===== src/rtl/pss_mem_arb_pkg.sv =====
// Shared types and helpers for the pss_memsplit three-master memory arbiter.
package pss_mem_arb_pkg;

    typedef logic [1:0] mid_t;

    localparam mid_t MID_UDM   = 2'd0;
    localparam mid_t MID_DATA  = 2'd1;
    localparam mid_t MID_INSTR = 2'd2;

    typedef enum logic {
        ARB_OPEN   = 1'b0,
        ARB_LOCKED = 1'b1
    } arb_state_e;

    // Saturating wait counter: clears whenever the master is not left waiting.
    function automatic logic [7:0] starve_next(input logic waiting_i,
                                               input logic [7:0] cnt_i,
                                               input logic [7:0] limit_i);
        logic [7:0] nxt;
        if (!waiting_i) begin
            nxt = 8'd0;
        end else if (cnt_i == limit_i) begin
            nxt = cnt_i;
        end else begin
            nxt = cnt_i + 8'd1;
        end
        return nxt;
    endfunction

endpackage


===== src/rtl/pss_mem_arb_idfifo.sv =====
// In-order FIFO of master ids for outstanding reads; full/empty come from
// registered occupancy so a same-cycle pop never frees a slot for a push.
module pss_mem_arb_idfifo
    import pss_mem_arb_pkg::*;
#(
    parameter int DEPTH = 4
) (
    input  logic clk_i,
    input  logic arst_i,
    input  logic push_i,
    input  mid_t push_id_i,
    input  logic pop_i,
    output mid_t head_o,
    output logic full_o,
    output logic empty_o
);

    localparam int            PW      = $clog2(DEPTH);
    localparam logic [PW:0]   DEPTH_C = (PW + 1)'(DEPTH);
    localparam logic [PW:0]   CNT_ONE = (PW + 1)'(1);
    localparam logic [PW-1:0] PTR_ONE = PW'(1);

    mid_t          mem_q [DEPTH];
    logic [PW-1:0] wptr_q, wptr_d;
    logic [PW-1:0] rptr_q, rptr_d;
    logic [PW:0]   cnt_q, cnt_d;
    logic          do_push_s;
    logic          do_pop_s;

    assign full_o    = (cnt_q == DEPTH_C);
    assign empty_o   = (cnt_q == '0);
    assign do_push_s = push_i && !full_o;
    assign do_pop_s  = pop_i && !empty_o;
    assign head_o    = mem_q[rptr_q];

    always_comb begin
        wptr_d = wptr_q;
        rptr_d = rptr_q;
        cnt_d  = cnt_q;
        if (do_push_s) begin
            wptr_d = wptr_q + PTR_ONE;
        end else begin
            wptr_d = wptr_q;
        end
        if (do_pop_s) begin
            rptr_d = rptr_q + PTR_ONE;
        end else begin
            rptr_d = rptr_q;
        end
        case ({do_push_s, do_pop_s})
            2'b10:   cnt_d = cnt_q + CNT_ONE;
            2'b01:   cnt_d = cnt_q - CNT_ONE;
            default: cnt_d = cnt_q;
        endcase
    end

    always_ff @(posedge clk_i or posedge arst_i) begin
        if (arst_i) begin
            wptr_q <= '0;
            rptr_q <= '0;
            cnt_q  <= '0;
            for (int i = 0; i < DEPTH; i++) begin
                mem_q[i] <= MID_UDM;
            end
        end else begin
            wptr_q <= wptr_d;
            rptr_q <= rptr_d;
            cnt_q  <= cnt_d;
            if (do_push_s) begin
                mem_q[wptr_q] <= push_id_i;
            end
        end
    end

endmodule


===== src/rtl/pss_mem_arb.sv =====
// Fixed-priority arbiter (m0 > m1 > m2) with starvation promotion, request
// lock until slave ack, and in-order read response routing.
module pss_mem_arb
    import pss_mem_arb_pkg::*;
#(
    parameter int RESP_FIFO_DEPTH = 4,
    parameter int STARVE_LIMIT    = 15,
    parameter int ADDR_W          = 32
) (
    input  logic              clk_i,
    input  logic              arst_i,
    input  logic              m0_req_i,
    input  logic              m0_we_i,
    input  logic [ADDR_W-1:0] m0_addr_i,
    input  logic [3:0]        m0_be_i,
    input  logic [31:0]       m0_wdata_i,
    output logic              m0_ack_o,
    output logic              m0_resp_o,
    output logic [31:0]       m0_rdata_o,
    input  logic              m1_req_i,
    input  logic              m1_we_i,
    input  logic [ADDR_W-1:0] m1_addr_i,
    input  logic [3:0]        m1_be_i,
    input  logic [31:0]       m1_wdata_i,
    output logic              m1_ack_o,
    output logic              m1_resp_o,
    output logic [31:0]       m1_rdata_o,
    input  logic              m2_req_i,
    input  logic              m2_we_i,
    input  logic [ADDR_W-1:0] m2_addr_i,
    input  logic [3:0]        m2_be_i,
    input  logic [31:0]       m2_wdata_i,
    output logic              m2_ack_o,
    output logic              m2_resp_o,
    output logic [31:0]       m2_rdata_o,
    output logic              s_req_o,
    output logic              s_we_o,
    output logic [ADDR_W-1:0] s_addr_o,
    output logic [3:0]        s_be_o,
    output logic [31:0]       s_wdata_o,
    input  logic              s_ack_i,
    input  logic              s_resp_i,
    input  logic [31:0]       s_rdata_i,
    output logic              resp_err_o
);

    localparam logic [7:0] STARVE_MAX = 8'(STARVE_LIMIT);

    arb_state_e state_q, state_d;
    mid_t       lock_id_q, lock_id_d;
    logic [7:0] starve1_q, starve1_d;
    logic [7:0] starve2_q, starve2_d;
    logic       resp_err_q, resp_err_d;

    mid_t       win_s;
    mid_t       head_s;
    logic       lock_req_s;
    logic       drop_s;
    logic       s_req_s;
    logic       grant_s;
    logic       push_s;
    logic       pop_s;
    logic       fifo_full_s;
    logic       fifo_empty_s;

    pss_mem_arb_idfifo #(
        .DEPTH (RESP_FIFO_DEPTH)
    ) u_idfifo (
        .clk_i     (clk_i),
        .arst_i    (arst_i),
        .push_i    (push_s),
        .push_id_i (win_s),
        .pop_i     (pop_s),
        .head_o    (head_s),
        .full_o    (fifo_full_s),
        .empty_o   (fifo_empty_s)
    );

    always_comb begin
        case (lock_id_q)
            MID_UDM:   lock_req_s = m0_req_i;
            MID_DATA:  lock_req_s = m1_req_i;
            MID_INSTR: lock_req_s = m2_req_i;
            default:   lock_req_s = 1'b0;
        endcase
    end

    always_ff @(posedge clk_i or posedge arst_i) begin
        if (arst_i) begin
            state_q   <= ARB_OPEN;
            lock_id_q <= MID_UDM;
        end else begin
            state_q   <= state_d;
            lock_id_q <= lock_id_d;
        end
    end

    always_comb begin
        state_d   = state_q;
        lock_id_d = lock_id_q;
        case (state_q)
            ARB_OPEN: begin
                if (s_req_s && !s_ack_i) begin
                    state_d   = ARB_LOCKED;
                    lock_id_d = win_s;
                end else begin
                    state_d   = ARB_OPEN;
                end
            end
            ARB_LOCKED: begin
                if (!lock_req_s || s_ack_i) begin
                    state_d = ARB_OPEN;
                end else begin
                    state_d = ARB_LOCKED;
                end
            end
            default: state_d = ARB_OPEN;
        endcase
    end

    // A locked master that abandons its request gets no grant this cycle;
    // open arbitration restarts once the lock has cleared.
    always_comb begin
        win_s  = MID_UDM;
        drop_s = 1'b0;
        case (state_q)
            ARB_LOCKED: begin
                win_s  = lock_id_q;
                drop_s = !lock_req_s;
            end
            ARB_OPEN: begin
                if (m1_req_i && (starve1_q == STARVE_MAX)) begin
                    win_s = MID_DATA;
                end else if (m2_req_i && (starve2_q == STARVE_MAX)) begin
                    win_s = MID_INSTR;
                end else if (m0_req_i) begin
                    win_s = MID_UDM;
                end else if (m1_req_i) begin
                    win_s = MID_DATA;
                end else begin
                    win_s = MID_INSTR;
                end
            end
            default: begin
                win_s  = MID_UDM;
                drop_s = 1'b0;
            end
        endcase
    end

    assign s_req_s = (m0_req_i || m1_req_i || m2_req_i) && !fifo_full_s && !drop_s && !arst_i;
    assign s_req_o = s_req_s;
    assign grant_s = s_req_s && s_ack_i;
    assign push_s  = grant_s && !s_we_o;
    assign pop_s   = s_resp_i && !fifo_empty_s;

    always_comb begin
        s_we_o    = 1'b0;
        s_addr_o  = '0;
        s_be_o    = 4'h0;
        s_wdata_o = 32'h0;
        if (s_req_s) begin
            case (win_s)
                MID_UDM: begin
                    s_we_o = m0_we_i;  s_addr_o = m0_addr_i;
                    s_be_o = m0_be_i;  s_wdata_o = m0_wdata_i;
                end
                MID_DATA: begin
                    s_we_o = m1_we_i;  s_addr_o = m1_addr_i;
                    s_be_o = m1_be_i;  s_wdata_o = m1_wdata_i;
                end
                MID_INSTR: begin
                    s_we_o = m2_we_i;  s_addr_o = m2_addr_i;
                    s_be_o = m2_be_i;  s_wdata_o = m2_wdata_i;
                end
                default: begin
                    s_we_o = 1'b0;     s_addr_o = '0;
                    s_be_o = 4'h0;     s_wdata_o = 32'h0;
                end
            endcase
        end else begin
            s_we_o    = 1'b0;
            s_addr_o  = '0;
            s_be_o    = 4'h0;
            s_wdata_o = 32'h0;
        end
    end

    assign m0_ack_o   = grant_s && (win_s == MID_UDM);
    assign m1_ack_o   = grant_s && (win_s == MID_DATA);
    assign m2_ack_o   = grant_s && (win_s == MID_INSTR);

    assign m0_resp_o  = pop_s && (head_s == MID_UDM);
    assign m1_resp_o  = pop_s && (head_s == MID_DATA);
    assign m2_resp_o  = pop_s && (head_s == MID_INSTR);
    assign m0_rdata_o = s_rdata_i;
    assign m1_rdata_o = s_rdata_i;
    assign m2_rdata_o = s_rdata_i;

    always_comb begin
        starve1_d  = starve_next(m1_req_i && !m1_ack_o, starve1_q, STARVE_MAX);
        starve2_d  = starve_next(m2_req_i && !m2_ack_o, starve2_q, STARVE_MAX);
        if (s_resp_i && fifo_empty_s) begin
            resp_err_d = 1'b1;
        end else begin
            resp_err_d = resp_err_q;
        end
    end

    always_ff @(posedge clk_i or posedge arst_i) begin
        if (arst_i) begin
            starve1_q  <= 8'd0;
            starve2_q  <= 8'd0;
            resp_err_q <= 1'b0;
        end else begin
            starve1_q  <= starve1_d;
            starve2_q  <= starve2_d;
            resp_err_q <= resp_err_d;
        end
    end

    assign resp_err_o = resp_err_q;

endmodule


===== config.mk =====
export PLATFORM = sky130hd
export DESIGN_NAME = pss_mem_arb
export DESIGN_NICKNAME = d
export VERILOG_FILES = /design/src/rtl/pss_mem_arb_pkg.sv /design/src/rtl/pss_mem_arb_idfifo.sv /design/src/rtl/pss_mem_arb.sv
export SDC_FILE = /design/constraint.sdc
export NUM_CORES = 1
export LEC_CHECK = 0
export ABC_AREA = 0
export BUFFER_PORTS_ARGS = -buffer_cell sky130_fd_sc_hd__clkbuf_2
export CAP_MARGIN = 20
export CORE_AREA = 10 10 156 158
export CTS_BUF_LIST = sky130_fd_sc_hd__clkbuf_16
export CTS_CLUSTER_SIZE = 30
export DETAILED_ROUTE_END_ITERATION = 10
export DIE_AREA = 0 0 166 168
export GPL_TIMING_DRIVEN = 0
export PLACE_DENSITY = 0.61
export SYNTH_ARGS = -nofsm -noshare
export SYNTH_HDL_FRONTEND = slang
export SYNTH_HIERARCHICAL = 1
export SYNTH_SLANG_ARGS = --single-unit

===== constraint.sdc =====
create_clock -name clk_i -period 4.1 [get_ports clk_i]
set_input_delay 0.41 -clock clk_i [delete_from_list [all_inputs] [get_ports clk_i]]
set_output_delay 0.41 -clock clk_i [all_outputs]
set_load 0.05 [all_outputs]

# Word-level counts from Yosys, hierarchy flattened
# Cells that the tools add are included.
[word_totals]
regBits = 35
latchBits = 0
mem_bits_rw = 0
mem_bits_ro = 0
input_bits = 246
output_inout_bits = 173
elab_cells = 105
memories = 0
[op_classes]
n_addsub = 6
multipliers = 0
div = 0
magnitude_cmp = 3
eq_ne = 13
n_shift = 0
muxes = 29
bitwise_logic = 3
n_reduce_logical = 39
[op_table]
columns = ["cell", "n"]
rows = [
  ["one-hot mux 32 bit (3 select lines)", 2],
  ["2-to-1 mux 32 bit", 2],
  ["2-to-1 mux 8 bit", 4],
  ["logical AND 1 bit", 21],
  ["adder 8 x 1 -> 8 bit, second input constant", 2],
  ["== test 8 x 4 -> 1 bit, second input constant", 2],
  ["2-to-1 mux 2 bit", 7],
  ["one-hot mux 4 bit (3 select lines)", 1],
  ["zero test 1 bit", 9],
  ["bitwise mux 8 bit", 1],
  ["== test 2 x 1 -> 1 bit, second input constant", 4],
  ["== test 2 bit, second input constant", 4],
  ["greater-or-equal comparator 3 bit, second input constant", 2],
  ["zero test 2 bit", 3],
  ["inverter 2 -> 3 bit", 2],
  ["one-hot mux 1 bit (3 select lines)", 2],
  ["one-hot mux 3 bit (2 select lines)", 1],
  ["adder 2 x 1 -> 2 bit, second input constant", 2],
  ["binary-select mux 2 bit (select 2 bit)", 1],
  ["demux 2 bit (select 2 bit)", 1],
  ["2-to-1 mux 1 bit", 4],
  ["2-to-1 mux 4 bit", 1],
  ["!= test 2 bit, second input constant", 2],
  ["one-hot mux 2 bit (2 select lines)", 1],
  ["10 further kinds", 12],
]

# Depth between registers and ports, before layout
[depth]
word_depth = 13
mapped_depth = 14
mapped_depth_nobuf = 13

# Hierarchy
# Netlist, hierarchy kept.
[modules_own_cells]
columns = ["module", "instances", "cells_each", "area_per_inst_um2", "seq_area_each_um2"]
rows = [
  ["pss_mem_arb", 1, 385, 3497.1, 500.5],
  ["pss_mem_arb_idfifo", 1, 59, 774.5, 375.4],
]

# Worst setup path after synthesis
# OpenSTA, ideal clock, no wires.
[synth_timing]
kind = "register to output"
startpoint = "reg starve2_q[0]"
endpoint = "out m0_ack_o"
arrival_ps = 2891
required_ps = 3690
setup_slack_ps = 799
stages_incl_launch_ff = 11
path_buffers = 4
cell_sequence = "dfrtp_1 > ha_1 > and3_1 > buf_2 > a31o_2 > a21oi_1 > buf_4 > buf_6 > buf_6 > inv_1 > nor3_1"
[synth_via]
elab_chain_cells = 7
[synth_rtl]
columns = ["item", "line_no", "text"]
rows = [
  ["start: declaration", "pss_mem_arb.sv:52", "logic [7:0] starve2_q, starve2_d;"],
  ["start signal: assignment", "pss_mem_arb.sv:217", "starve2_q <= starve2_d;"],
  ["== test 8 x 4 -> 1 bit", "pss_mem_arb.sv:134", "end else if (m2_req_i && (starve2_q == STARVE_MAX)) begin"],
  ["logical AND 1 bit", "pss_mem_arb.sv:134", ""],
  ["2-to-1 mux 2 bit", "pss_mem_arb.sv:134", ""],
  ["2-to-1 mux 2 bit", "pss_mem_arb.sv:132", "if (m1_req_i && (starve1_q == STARVE_MAX)) begin"],
  ["one-hot mux 2 bit (2 select lines)", "pss_mem_arb.sv:126", "case (state_q)"],
  ["named net win_s[1]", "pss_mem_arb.sv:55", "mid_t win_s;"],
  ["zero test 2 bit", "pss_mem_arb.sv:189", "assign m0_ack_o = grant_s && (win_s == MID_UDM);"],
  ["logical AND 1 bit", "pss_mem_arb.sv:189", ""],
  ["end: declaration", "pss_mem_arb.sv:17", "output logic m0_ack_o,"],
]
# The timed path passes the listed nets, and every way through them passes these cells.

# Worst setup path in the final report
[layout_timing]
startpoint = "reg starve1_q[0]"
endpoint = "reg u_idfifo.cnt_q[2]"
[layout_via]
elab_chain_cells = 12
word_cells_on_any_way = 16
cone_classes = "5 x eq/ne; 5 x mux; 6 x reduce/logical"
[layout_rtl]
columns = ["item", "line_no", "text"]
rows = [
  ["start: declaration", "pss_mem_arb.sv:51", "logic [7:0] starve1_q, starve1_d;"],
  ["start signal: assignment", "pss_mem_arb.sv:216", "starve1_q <= starve1_d;"],
  ["== test 8 x 4 -> 1 bit (*)", "pss_mem_arb.sv:132", ""],
  ["logical AND 1 bit (*)", "pss_mem_arb.sv:132", ""],
  ["2-to-1 mux 2 bit (*)", "pss_mem_arb.sv:132", ""],
  ["one-hot mux 2 bit (2 select lines) (*)", "pss_mem_arb.sv:126", ""],
  ["named net win_s[0]", "pss_mem_arb.sv:55", ""],
  ["== test 2 bit (tied with other cells)", "pss_mem_arb.sv:163", "case (win_s)"],
  ["one-hot mux 1 bit (3 select lines) (*)", "pss_mem_arb.sv:163", ""],
  ["2-to-1 mux 1 bit (*)", "pss_mem_arb.sv:162", "if (s_req_s) begin"],
  ["zero test 1 bit (*)", "pss_mem_arb.sv:154", "assign push_s = grant_s && !s_we_o;"],
  ["logical AND 1 bit (*)", "pss_mem_arb.sv:154", ""],
  ["named net push_s", "pss_mem_arb.sv:61", "logic push_s;"],
  ["logical AND 1 bit (*)", "pss_mem_arb_idfifo.sv:32", "assign do_push_s = push_i && !full_o;"],
  ["== test 2 x 1 -> 1 bit / == test 2 bit (equally long branches)", "pss_mem_arb_idfifo.sv:50", "case ({do_push_s, do_pop_s})"],
  ["one-hot mux 3 bit (2 select lines) / nonzero test 2 bit (equally long branches)", "--", ""],
  ["end signal: assignment", "pss_mem_arb_idfifo.sv:68", "cnt_q <= cnt_d;"],
  ["end: declaration", "pss_mem_arb_idfifo.sv:26", "logic [PW:0] cnt_q, cnt_d;"],
]
# The timed path passes the listed nets; every way through them passes the cells marked *.
# A chain may end at the register's enable or synchronous reset.

==> results.cfg <==
[routing]
drt-initial-drc-count = 280
vias = 4710
routed_wl_um = 21800
drt-wirelength-per-cell_um = 19.5
via_per_inst = 4.21
ant_nets = 0
wl_met1_um = 8230
routed.top_layer = met5
first_pass_iters = 4
dr_wl_met2_um = 10300
drc = 0
wl_met3_um = 2890

[worst_setup_path]
critPathRequiredTime_ns = 4.25
crit_path_start_kind = register
crit_fanout = 8
worstSetupPathType = register to register
cp-end-kind = register
cp_data_arrival_time_ns = 3.81
r2r_slack_ns = 0.44

[power_and_ir_drop]
powerDensity_nw_per_um2 = 455
peakVddDrop_mv = 0.194
power_leakage_nw = 3.89

[logic_synthesis]
yosysWarningCount = 6
synth.avg_cell_area_sq_um = 9.62
ys_types = 46
synth_common_cells = buf_4 (101), mux2i_1 (70), o2bb2ai_1 (48), dfrtp_1 (35)
netlist_instances = 444
yosysMostFrequentCell = buf_4
ys_seq_elements = 35
synth_area_leaders = dfrtp_1 (21%), buf_4 (18%), mux2i_1 (16%)
synthFlopType = dfrtp_1
synthArstFlopShare_pct = 100
syn_area_sq_um = 4270
synth_top_cell_area_share_pct = 20.5
yosysTopAreaCell = dfrtp_1
synth_fp_nets = 698
ys_seq_area_share_pct = 20.5
synth_edf_count = 0

[final_layout]
drive_above_1_share_pct = 65.2
final_cell_area_sq_um = 6690
nets = 1091
areaGrowthSynthToFinish_pct = 56.7
nFillCells = 2243

[min_path]
hold_path_class = input port to asynchronous set/reset pin

[cts]
hold_buffers = 0
htree_levels = 2
clock_latency_ns = 0.28
clk_pin_slew_worst_paths_ns = 0.05
clockBufferDepth = 2
cts_resized = 0
cts_root_buffer = clkbuf_16
cts_tree = built
numCtsBuffers = 5
clkSinkCount = 35
cts_setup_buffers = 0

[floorplan]
die_area_sq_um = 27900
core_sq_um = 21400
die_h_um = 168
ios = 419
start_util_pct = 19.9
chipWidth_um = 166
rows = 54

[place]
globalplace.congestion = 0.918
portBuffers = 386
hpwl_um = 19700
dpl-instance-area_sq_um = 6550

[job]
timing.max_cap.violations = 0

[global_routing]
antenna_found_initial = 4
grt_overflow = 0
grtUsageTotal_pct = 14.4
grt_pass1_wl_um = 31700
grt_max_degree = 21
grt_pass1_vias = 5106

[timing]
hold_violations = 0
fin_crit_sh_pct = 89.3
setup_violations = 0
fmax_ghz = 0.273
fin_hold_ws_ns = 0.189
slew_headroom_pct = 46.8
skew_ns = 0.00544
fin_crit_ns = 3.66
setup_tns_ns = 0
tightest_slew_ns = 0.792
rsz0062_at_grt = no
slew_violations = 0

[outcome]
status = completed
critical path, stage by stage, from the launching register on:
cell,delay (ns)
dfrtp_1,0.40
ha_1,0.23
and3_1,0.18
clkbuf_1,0.18
a31o_1,0.30
o21ai_4,0.35
inv_1,0.19
a311oi_1,0.72
nand2b_4,0.12
ha_1,0.25
inv_1,0.07
fa_1,0.19
xor2_1,0.15
nor2_1,0.06
xor2_1,0.15
worst paths after layout:
| path | to | cells after the start | start |
|---|---|---|---|
| worst max register to register | u_idfifo/cnt_q[2] | 14 | starve1_q[0] |
| worst min-delay path | u_idfifo/mem_q[0] | 2 | arst_i |
| min in group clk_i | resp_err_o | 2 | s_resp_i |
| worst max-delay path | u_idfifo/cnt_q[2] | 14 | starve1_q[0] |
| worst min register to register | resp_err_o | 1 | resp_err_o |
| max in group asynchronous | starve1_q[6] | 2 | arst_i |
sequential cells by signal, summed over array words and instances (netlist names):
signal           count
starve1_q            8
starve2_q            8
u_idfifo/mem_q       8
u_idfifo/cnt_q       3
lock_id_q            2
u_idfifo/rptr_q      2
u_idfifo/wptr_q      2
resp_err_o           1
state_q              1
cell families (layout without fill, tap and decap cells):
logic type      after synthesis  after routing  synth area share (%)
compound gates               94             94                  22.1
mux                          81             81                  19.8
buf+inv                     135            528                  22.1
fa+ha+maj                     8              8                  2.52
xor+xnor                     17             17                  3.49
flops                        35             35                  20.5
simple gates                 74             74                  9.52
other cells                   0              2                     0
placed cells by master (no fill, tap or decap), types with 3 or more instances in the layout:
cell type | Yosys | routed
nand2_1 | 18 | 18
xnor2_1 | 10 | 10
o2bb2ai_1 | 48 | 48
buf_6 | 7 | 7
nor3_1 | 11 | 11
a21oi_1 | 6 | 6
nand3_1 | 8 | 8
mux2_2 | 9 | 9
inv_1 | 14 | 14
buf_4 | 101 | 101
nor2_1 | 20 | 20
xor2_1 | 7 | 7
ha_1 | 7 | 7
clkbuf_1 | 10 | 10
o2bb2ai_2 | 20 | 20
clkbuf_2 | 0 | 386
buf_2 | 3 | 3
and3_1 | 7 | 7
clkbuf_16 | 0 | 5
dfrtp_1 | 35 | 35
mux2i_1 | 70 | 70
routing by layer:
layer | vias to the layer above | track usage [%]
li1 | 2297 | -
met1 | 2146 | 16.3
met2 | 250 | 23.9
met3 | 15 | 7.31
met4 | 2 | 2.66
met5 | - | 0
power breakdown:
part | switching, mW | internal [mW]
registers | 0.0852 | 0.438
clock network | 0.128 | 0.218
logic | 1.51 | 0.667
total | 1.72 | 1.32
through the flow:
stage	utilization, %	setup WS [ns]	cells	power, mW
3_3_place_gp	30.6	0.494	1110	2.70
3_5_place_dp	30.6	0.441	1110	2.73
5_1_grt	31.2	0.154	1118	3.23
4_1_cts	31.2	0.410	1117	3.09
2_1_floorplan	-	0.799	444	2.14
6_report	31.2	0.438	1119	3.04
area by class of cell:
type	count	area, sq um	area share (%)
well taps	280	350	5.23
repair buffers	386	1930	28.9
multi-input cells	274	2450	36.7
flip-flops and latches	35	876	13.1
plain buffers	121	890	13.3
clock inverters	2	8.76	0.131
diodes	2	5.00	0.0748
clock buffers	5	125	1.87
inverters	14	52.6	0.785
No activity file was read; power rests on OpenSTA's default activity.
